File: config.mk
export PLATFORM = sky130hd
export DESIGN_NAME = input_debounce_flat
export DESIGN_NICKNAME = d
export VERILOG_FILES = /design/src/rtl/input_debounce_if.sv /design/src/rtl/input_debounce.sv /design/src/flat_wrapper.sv
export SDC_FILE = /design/constraint.sdc
export NUM_CORES = 1
export LEC_CHECK = 0
export CAP_MARGIN = 20
export CORE_MARGIN = 5
export CORE_UTILIZATION = 55
export CTS_CLUSTER_DIAMETER = 200
export DETAILED_ROUTE_END_ITERATION = 7
export GPL_ROUTABILITY_DRIVEN = 0
export PLACE_DENSITY = 0.73
export SLEW_MARGIN = 0
export SYNTH_ARGS = -nofsm -noshare
export SYNTH_HDL_FRONTEND = slang
export SYNTH_SLANG_ARGS = --single-unit
File: constraint.sdc
create_clock -name CLOCK_50 -period 2.9 [get_ports CLOCK_50]
set_input_delay 0.58 -clock CLOCK_50 [delete_from_list [all_inputs] [get_ports CLOCK_50]]
set_output_delay 0.58 -clock CLOCK_50 [all_outputs]
set_load 0.005 [all_outputs]
File: src/rtl/input_debounce_if.sv
// Raw button inputs and debounced move outputs of the input_debounce block.
interface input_debounce_if;
  logic       tick_input;
  logic [3:0] KEY;
  logic       move_left;
  logic       move_right;
  logic       move_down;
  logic       rotate;
  logic [3:0] held;

  modport master (
    output tick_input, KEY,
    input  move_left, move_right, move_down, rotate, held
  );

  modport slave (
    input  tick_input, KEY,
    output move_left, move_right, move_down, rotate, held
  );
endinterface

File: src/rtl/input_debounce.sv
// Push-button conditioning: 2-flop sync, tick-sampled debounce, and
// delayed auto-repeat (DAS/ARR) move pulses for left/right/down plus a one-shot rotate.
module input_debounce #(
  parameter int unsigned STABLE_N  = 3,
  parameter int unsigned DAS_TICKS = 20,
  parameter int unsigned ARR_TICKS = 5
) (
  input logic             CLOCK_50,
  input logic             reset,
  input_debounce_if.slave bus
);
  localparam int unsigned NBTN = 4;
  localparam int unsigned NDIR = 3;
  localparam int unsigned CW   = 8;

  localparam logic [CW-1:0] STABLE_W = CW'(STABLE_N);
  localparam logic [CW-1:0] DAS_W    = CW'(DAS_TICKS);
  localparam logic [CW-1:0] ARR_W    = CW'(ARR_TICKS);
  localparam logic [CW-1:0] ONE_W    = CW'(1);

  typedef enum logic [1:0] {
    ST_IDLE   = 2'd0,
    ST_DAS    = 2'd1,
    ST_REPEAT = 2'd2
  } rep_state_e;

  logic [NBTN-1:0] key_meta_q;
  logic [NBTN-1:0] key_sync_q;
  logic [NBTN-1:0] pressed_c;

  logic [CW-1:0]   stab_cnt_q [NBTN];
  logic [CW-1:0]   stab_cnt_d [NBTN];
  logic [NBTN-1:0] held_q;
  logic [NBTN-1:0] held_d;
  logic [NBTN-1:0] held_rise_c;
  logic [NBTN-1:0] held_fall_c;

  // Directional lanes: [0]=down, [1]=right, [2]=left (KEY bits 1..3)
  logic [NDIR-1:0] dir_held_c;
  logic [NDIR-1:0] dir_rise_c;
  logic [NDIR-1:0] dir_fall_c;
  rep_state_e      rep_state_q [NDIR];
  rep_state_e      rep_state_d [NDIR];
  logic [CW-1:0]   rep_cnt_q   [NDIR];
  logic [CW-1:0]   rep_cnt_d   [NDIR];
  logic [NDIR-1:0] fire_c;
  logic            lr_block_c;

  logic move_left_q;
  logic move_right_q;
  logic move_down_q;
  logic rotate_q;

  // Synchronizers park at "released" (KEY is active-low)
  always_ff @(posedge CLOCK_50 or posedge reset) begin
    if (reset) begin
      key_meta_q <= '1;
      key_sync_q <= '1;
    end else begin
      key_meta_q <= bus.KEY;
      key_sync_q <= key_meta_q;
    end
  end

  assign pressed_c = ~key_sync_q;

  // Debounce: count consecutive differing samples, toggle held at STABLE_N
  always_comb begin
    held_d = held_q;
    for (int b = 0; b < NBTN; b++) begin
      stab_cnt_d[b] = stab_cnt_q[b];
      if (bus.tick_input) begin
        if (pressed_c[b] == held_q[b]) begin
          stab_cnt_d[b] = '0;
        end else if (stab_cnt_q[b] + ONE_W == STABLE_W) begin
          held_d[b]     = ~held_q[b];
          stab_cnt_d[b] = '0;
        end else begin
          stab_cnt_d[b] = stab_cnt_q[b] + ONE_W;
        end
      end
    end
  end

  always_ff @(posedge CLOCK_50 or posedge reset) begin
    if (reset) begin
      held_q <= '0;
      for (int b = 0; b < NBTN; b++) stab_cnt_q[b] <= '0;
    end else begin
      held_q <= held_d;
      for (int b = 0; b < NBTN; b++) stab_cnt_q[b] <= stab_cnt_d[b];
    end
  end

  assign held_rise_c = held_d & ~held_q;
  assign held_fall_c = ~held_d & held_q;
  assign dir_held_c  = held_d[NBTN-1:1];
  assign dir_rise_c  = held_rise_c[NBTN-1:1];
  assign dir_fall_c  = held_fall_c[NBTN-1:1];

  always_ff @(posedge CLOCK_50 or posedge reset) begin
    if (reset) begin
      for (int j = 0; j < NDIR; j++) begin
        rep_state_q[j] <= ST_IDLE;
        rep_cnt_q[j]   <= '0;
      end
    end else begin
      for (int j = 0; j < NDIR; j++) begin
        rep_state_q[j] <= rep_state_d[j];
        rep_cnt_q[j]   <= rep_cnt_d[j];
      end
    end
  end

  // Repeat FSM next state; a falling held always wins and returns to IDLE
  always_comb begin
    for (int j = 0; j < NDIR; j++) begin
      rep_state_d[j] = rep_state_q[j];
      rep_cnt_d[j]   = rep_cnt_q[j];
      if (dir_fall_c[j]) begin
        rep_state_d[j] = ST_IDLE;
        rep_cnt_d[j]   = '0;
      end else begin
        unique case (rep_state_q[j])
          ST_IDLE: begin
            if (dir_rise_c[j]) begin
              rep_state_d[j] = ST_DAS;
              rep_cnt_d[j]   = '0;
            end
          end
          ST_DAS: begin
            if (bus.tick_input && dir_held_c[j]) begin
              if (rep_cnt_q[j] + ONE_W == DAS_W) begin
                rep_state_d[j] = ST_REPEAT;
                rep_cnt_d[j]   = '0;
              end else begin
                rep_cnt_d[j] = rep_cnt_q[j] + ONE_W;
              end
            end
          end
          ST_REPEAT: begin
            if (bus.tick_input && dir_held_c[j]) begin
              if (rep_cnt_q[j] + ONE_W == ARR_W) rep_cnt_d[j] = '0;
              else                               rep_cnt_d[j] = rep_cnt_q[j] + ONE_W;
            end
          end
          default: begin
            rep_state_d[j] = ST_IDLE;
            rep_cnt_d[j]   = '0;
          end
        endcase
      end
    end
  end

  // Repeat FSM pulse decode
  always_comb begin
    fire_c = '0;
    for (int j = 0; j < NDIR; j++) begin
      unique case (rep_state_q[j])
        ST_IDLE:   fire_c[j] = dir_rise_c[j];
        ST_DAS:    fire_c[j] = bus.tick_input & dir_held_c[j] & (rep_cnt_q[j] + ONE_W == DAS_W);
        ST_REPEAT: fire_c[j] = bus.tick_input & dir_held_c[j] & (rep_cnt_q[j] + ONE_W == ARR_W);
        default:   fire_c[j] = 1'b0;
      endcase
    end
  end

  // Left+right together cancel both pulses while their FSMs keep counting
  assign lr_block_c = held_d[3] & held_d[2];

  always_ff @(posedge CLOCK_50 or posedge reset) begin
    if (reset) begin
      move_down_q  <= 1'b0;
      move_right_q <= 1'b0;
      move_left_q  <= 1'b0;
      rotate_q     <= 1'b0;
    end else begin
      move_down_q  <= fire_c[0];
      move_right_q <= fire_c[1] & ~lr_block_c;
      move_left_q  <= fire_c[2] & ~lr_block_c;
      rotate_q     <= held_rise_c[0];
    end
  end

  assign bus.move_left  = move_left_q;
  assign bus.move_right = move_right_q;
  assign bus.move_down  = move_down_q;
  assign bus.rotate     = rotate_q;
  assign bus.held       = held_q;
endmodule

File: src/flat_wrapper.sv
// flat-port wrapper written by rule: the top's interface ports become plain ports
module input_debounce_flat 
#(
  parameter int unsigned STABLE_N  = 3,
  parameter int unsigned DAS_TICKS = 20,
  parameter int unsigned ARR_TICKS = 5
)
  (CLOCK_50, reset, bus_tick_input, bus_KEY, bus_move_left, bus_move_right, bus_move_down, bus_rotate, bus_held);
  input_debounce_if bus_i ();
  input logic CLOCK_50;
  input logic reset;
  input wire logic [$bits(bus_i.tick_input)-1:0] bus_tick_input;
  input wire logic [$bits(bus_i.KEY)-1:0] bus_KEY;
  output wire logic [$bits(bus_i.move_left)-1:0] bus_move_left;
  output wire logic [$bits(bus_i.move_right)-1:0] bus_move_right;
  output wire logic [$bits(bus_i.move_down)-1:0] bus_move_down;
  output wire logic [$bits(bus_i.rotate)-1:0] bus_rotate;
  output wire logic [$bits(bus_i.held)-1:0] bus_held;
  assign bus_i.tick_input = bus_tick_input;
  assign bus_i.KEY = bus_KEY;
  assign bus_move_left = bus_i.move_left;
  assign bus_move_right = bus_i.move_right;
  assign bus_move_down = bus_i.move_down;
  assign bus_rotate = bus_i.rotate;
  assign bus_held = bus_i.held;
  input_debounce #(.STABLE_N(STABLE_N), .DAS_TICKS(DAS_TICKS), .ARR_TICKS(ARR_TICKS)) u_core (.CLOCK_50(CLOCK_50), .reset(reset), .bus(bus_i));
endmodule
After elaboration in Yosys (flattened, before gate mapping)
Index checks and enable logic that the tools add are counted.
W data, S select, Z words.
{"block": "word_totals", "wordCells": 152, "input_bits": 7, "out_inout_bits": 8, "register_bits": 78}
{"block": "classes", "addsub": 7, "n_reduce_logical": 12, "mux": 59, "eq_ne": 35, "bitwise_logic": 22}
{"op": "$mux W8", "n": 26}
{"op": "$pmux W8 S3", "n": 3}
{"op": "$add A8 B1 Y8 const B", "n": 7}
{"op": "$ne A3 B1 Y1 const B", "n": 12}
{"op": "$eq A8 B2 Y1 const B", "n": 4}
{"op": "$eq A8 B3 Y1 const B", "n": 3}
{"op": "$eq A8 B5 Y1 const B", "n": 3}
{"op": "$mux W2", "n": 12}
{"op": "$pmux W2 S3", "n": 3}
{"op": "$and A1 B1 Y1", "n": 12}
{"op": "$mux W1", "n": 12}
{"op": "$not A4 Y4", "n": 3}
{"op": "$reduce_and A4 Y1", "n": 3}
{"op": "$pmux W1 S3", "n": 3}
{"op": "$reduce_and A3 Y1", "n": 3}
{"op": "$and A4 B4 Y4", "n": 2}
{"op": "$eq A2 B1 Y1 const B", "n": 3}
{"op": "$eq A2 B2 Y1 const B", "n": 3}
{"op": "$logic_not A2 Y1", "n": 3}
{"op": "$ne A2 B1 Y1 const B", "n": 3}
{"op": "$not A1 Y1", "n": 5}
{"op": "$eq A1 B1 Y1", "n": 4}
{"op": "$logic_and A1 B1 Y1", "n": 3}

Depth between registers and ports, before layout
Gate-level depths: netlist (run 1).
{"block": "logic_depth", "depth_word": 9, "ltp_mapped": 10, "ltp_nobuf": 9}

Least setup slack after synthesis (run 1)
Ideal clock, no wire load.
{"block": "synth_path", "path_type": "register -> register", "start": "reg u_core.stab_cnt_q[8] in the netlist's numbering", "end": "reg u_core.rep_cnt_q[14] in the netlist's numbering", "required_time_ns": 2.831, "setup_slack_ns": 0.366, "setup_ns": 0.069, "period_less_slack_ns": 2.534, "path_buffers": 1, "stages_incl_launch_ff": 10, "arrival_time_ns": 2.466, "cell_sequence": "dfrtp_1 -> ha_1 -> and4_2 -> o31ai_2 -> a21oi_4 -> and3_1 -> buf_6 -> nor4_2 -> or4b_1 -> nand3_1"}
{"block": "synth_via", "elab_chain_len": 9, "elab_cells_between_ends": 14, "cone_classes": "add/sub: 1; eq/ne: 4; mux: 4; bitwise: 3; reduce/logical: 2"}
{"element": "from (decl)", "line": "input_debounce.sv:31", "source": "logic [CW-1:0] stab_cnt_q [NBTN];"}
{"element": "$add A8 B1 Y8 (*)", "line": "input_debounce.sv:75", "source": "end else if (stab_cnt_q[b] + ONE_W == STABLE_W) begin"}
{"element": "$eq A8 B2 Y1 (*)", "line": "input_debounce.sv:75"}
{"element": "$mux W1 (*)", "line": "input_debounce.sv:75"}
{"element": "$mux W1 (*)", "line": "input_debounce.sv:73", "source": "if (pressed_c[b] == held_q[b]) begin"}
{"element": "$mux W1 (*)", "line": "input_debounce.sv:72", "source": "if (bus.tick_input) begin"}
{"element": "$not A4 Y4", "line": "input_debounce.sv:96", "source": "assign held_fall_c = ~held_d & held_q;"}
{"element": "$and A4 B4 Y4", "line": "input_debounce.sv:96"}
{"element": "$ne A3 B1 Y1 (no source line)"}
{"element": "$reduce_and A3 Y1 (no source line)"}
{"element": "to (signal, indexed assignment)", "line": "input_debounce.sv:110", "source": "rep_cnt_q[j] <= rep_cnt_d[j];"}
{"element": "to (decl)", "line": "input_debounce.sv:44", "source": "logic [CW-1:0] rep_cnt_q [NDIR];"}
Every way passes the cells marked *; elsewhere a longest branch is shown, timed or not.
A chain may end at the register's enable or synchronous reset.

Worst setup path after layout (run 1)
{"block": "layout_path", "start": "reg u_core.stab_cnt_q[9] in the netlist's numbering", "end": "reg u_core.rep_cnt_q[14] in the netlist's numbering"}
Same word-level chain as after synthesis.

==> results of run 1 <==
==> logic make-up (layout without fill, tap and decap cells) <==
| logic type | Yosys count | after routing |
|---|---|---|
| simple gates | 262 | 262 |
| flops | 78 | 78 |
| mux | 8 | 8 |
| compound gates | 166 | 166 |
| buf+inv | 56 | 71 |
| xor+xnor | 10 | 10 |
| fa+ha+maj | 30 | 30 |
==> state kept, by name, summed over array words and instances, names as in the netlist <==
signal	flops
u_core.bus.rotate	1
u_core.key_meta_q	4
u_core.key_sync_q	4
u_core.bus.move_down	1
u_core.bus.move_left	1
u_core.stab_cnt_q	32
u_core.bus.held	4
u_core.rep_cnt_q	24
u_core.bus.move_right	1
u_core.rep_state_q	6
==> timing repair <==
item                                    4_1_cts  5_1_grt
hold buffers                                  0        0
endpoints found under the setup margin        0        1
gates resized for setup                       0        2
==> routing by layer <==
| metal | global-route usage [%] | wire length (microns) | vias to the layer above |
|---|---|---|---|
| met4 | 4.60 | 84 | 0 |
| met3 | 4.38 | 403 | 9 |
| met2 | 34.5 | 5270 | 95 |
| li1 | - | - | 2245 |
| met1 | 26.2 | 5080 | 2174 |
| met5 | 0 | 0 | - |
==> cell type report <==
type                    instances  area [sq um]  share of cell area, %
inverters                      29           110                   1.92
well taps                     129           161                   2.82
multi-input cells             476          3030                   52.9
clock inverters                 6          85.1                   1.49
clock buffers                  10           138                   2.40
repair buffers                 26           243                   4.24
flip-flops and latches         78          1960                   34.3
==> worst paths after layout <==
kind / startpoint / endpoint / depth (start not counted)
worst min register to register: u_core.key_meta_q[0] / u_core.key_sync_q[0] / 0
max in group asynchronous: reset / u_core.key_sync_q[0] / 3
min in group asynchronous: reset / u_core.stab_cnt_q[12] / 2
worst max register to register: u_core.stab_cnt_q[9] / u_core.rep_cnt_q[14] / 8
worst max-delay path: u_core.stab_cnt_q[9] / u_core.rep_cnt_q[14] / 8
worst min-delay path: u_core.key_meta_q[0] / u_core.key_sync_q[0] / 0
==> power by group through the flow <==
stage | combinational, mW | sequential [mW] | clock, mW
2_1_floorplan | 1.46 | 1.48 | 0
3_3_place_gp | 1.79 | 1.58 | 0
3_5_place_dp | 1.84 | 1.59 | 0
4_1_cts | 1.85 | 1.58 | 0.933
5_1_grt | 2.11 | 1.63 | 0.983
6_report | 1.85 | 1.58 | 0.910
==> metrics by stage <==
step	power, mW	utilization, %	cell area (sq um)
2_1_floorplan	2.94	-	5220
3_5_place_dp	3.43	59.5	5500
3_3_place_gp	3.37	59.5	5500
4_1_cts	4.36	61.9	5720
6_report	4.34	62.0	5730
5_1_grt	4.72	62.0	5730
==> worst max-delay path: stages, from the launching register on <==
cell and delay [ps]:
dfrtp_1 460, ha_2 280, nand3_2 130, or4_4 570
a21oi_4 220, and3_2 290, nor4_2 100, or4b_1 520
nand3_1 90
==> cell usage after synthesis, drive strengths merged, types with 13 or more instances <==
master | number | share of area, %
nand2 | 76 | 5.5
dfrtp | 70 | 34
o21ai | 52 | 5.0
nand3 | 40 | 3.9
nor2 | 36 | 2.6
ha | 30 | 7.2
inv | 28 | 2.0
a21oi | 25 | 2.6
nor3 | 19 | 1.9
clkbuf | 17 | 1.2
and3 | 16 | 1.9
o31ai | 13 | 2.0
==> metrics.csv, run 1 <==
stage,metric,value,unit
status,outcome,finished clean,
global_route,largest net degree at the start of global routing,33,
cells_and_area,share of cells above drive strength 1,9.44,%
logic_synthesis,Synth Area in Adders,7.20,%
min_path,Tightest Hold Check Type,register to register,
pwr,Internal,2.59,mW
clock_tree,Longest Clk Path Bufs,2,
global_route,vias in the first global route,4306,
pwr,Net Switching,1.75,mW
clock_tree,clock edge transition at the registers on the reported setup and hold paths,80,ps
pwr,VDD IR max,0.477,mV
global_route,global-route wire length before repair,19500,microns
cells_and_area,most frequent cells in the layout,"nand2_1 (76), dfrtp_1 (70), o21ai_0 (51)",
clock_tree,H-tree levels,3,
placement,placed cell count,738,
logic_synthesis,mux share of post-synthesis cell area,1.56,%
sta,setup TNS,0,ps
sta,Tcrit/Tclk final,93.7,%
cells_and_area,Filler Cell Count,808,
pwr,power per cell area,757,nW/um^2
logic_synthesis,Post-Synth XOR/XNOR Area,1.68,%
sta,skew final,6.04,ps
pwr,Lkg Pwr,2.43,nW
routing,routed vias/inst,6.00,
setup_path,critical setup path kind,register to register,
floorplanning,initial core utilization,56.4,%
logic_synthesis,post-synthesis compound-gate area fraction,21.3,%
logic_synthesis,Syn Inst Count,610,
cells_and_area,P&R area growth vs syn,9.84,%
logic_synthesis,largest family of logic cells by synthesized area,simple AND/OR/NAND/NOR gates,
pwr,combinational power share,42.5,%
sta,Tightest Pin Transition,833,ps
routing,Vias,4523,
logic_synthesis,Seq cells post-synth,78,
sta,max-slew violation count,0,
logic_synthesis,syn nets,647,
clock_tree,worst-skew pair later-pin latency,350,ps
logic_synthesis,count of cell types in the netlist,75,
routing,drt wl/cell,14.4,microns
sta,min cycle time layout,2720,ps
floorplanning,FP Rows,35,
clock_tree,post-CTS setup buffer count,0,
pwr,sequential power share,36.5,%
cells_and_area,"most common cell after layout, fill and taps aside",nand2_1,
cells_and_area,Final Non-Filler Cells,754,
logic_synthesis,Syn Area/Cell,8.55,sq um
logic_synthesis,Mapped Area,5220,sq um
run,maxcap violations,0,
floorplanning,num ports,15,
clock_tree,Clock Tree Root,clkbuf_8,
sta,Hold Fails Final Rpt,0,
cells_and_area,nets@finish,657,
setup_path,Worst setup SP type,register,
global_route,GRT Total Usage,20.2,%
logic_synthesis,Synth warnings,0,
setup_path,arrival time at the worst endpoint,3010,ps
floorplanning,die area,11500,sq um
logic_synthesis,Synth async-reset ratio,100,%
clock_tree,CTS tree,done,
routing,drt first-iter violations,197,
setup_path,Crit. End Element,register,
floorplanning,core area,9240,sq um
floorplanning,die height,107,microns
logic_synthesis,post-synthesis sequential area ratio,37.6,%
routing,drt pass-1 iters,7,
sta,final worst slack,182,ps
setup_path,CP required,3190,ps
cells_and_area,number of diodes,0,
placement,Post-Place Worst Slack,137,ps
routing,drt drc,0,
setup_path,register-to-register setup slack,180,ps
logic_synthesis,post-synthesis simple-gate area fraction,26.2,%
sta,hold slack final,359,ps
sta,RSZ-0062 raised after global routing,no,
clock_tree,number of CTS-inserted buffers,9,
global_route,initial antenna violation count,0,
logic_synthesis,number of synthesized flops with an enable pin,0,
placement,count of input and output buffers,14,
floorplanning,die width,107,microns
pwr,Clock power frac,21.0,%
sta,Slew HR,43.9,%
sta,"Setup violations, final",0,
placement,post-detail-place hpwl,7760,microns
routing,Post-Route WL,10800,microns
clock_tree,clock sink count,78,
routing,post-route ant nets,0,
logic_synthesis,Main synth FF type,dfrtp_1,
sta,fmax,0.368,GHz
pwr,Net Sw Frac,40.3,%
setup_path,crit path max fanout,8,
global_route,grt ovf,0,
No activity file was read; power rests on OpenSTA's default activity.
==> inputs of run 2 (changes only) <==
SLEW_MARGIN = 20   (was 0)
==> results of run 2 <==
The final DEF is identical to that of run 1; final timing and power are the same.
==> inputs of run 3 (changes only) <==
CAP_MARGIN = unset   (was 20)
SKIP_CTS_REPAIR_TIMING = 1   (was unset)
==> results of run 3 <==
The final DEF is identical to that of run 1; final timing and power are the same.
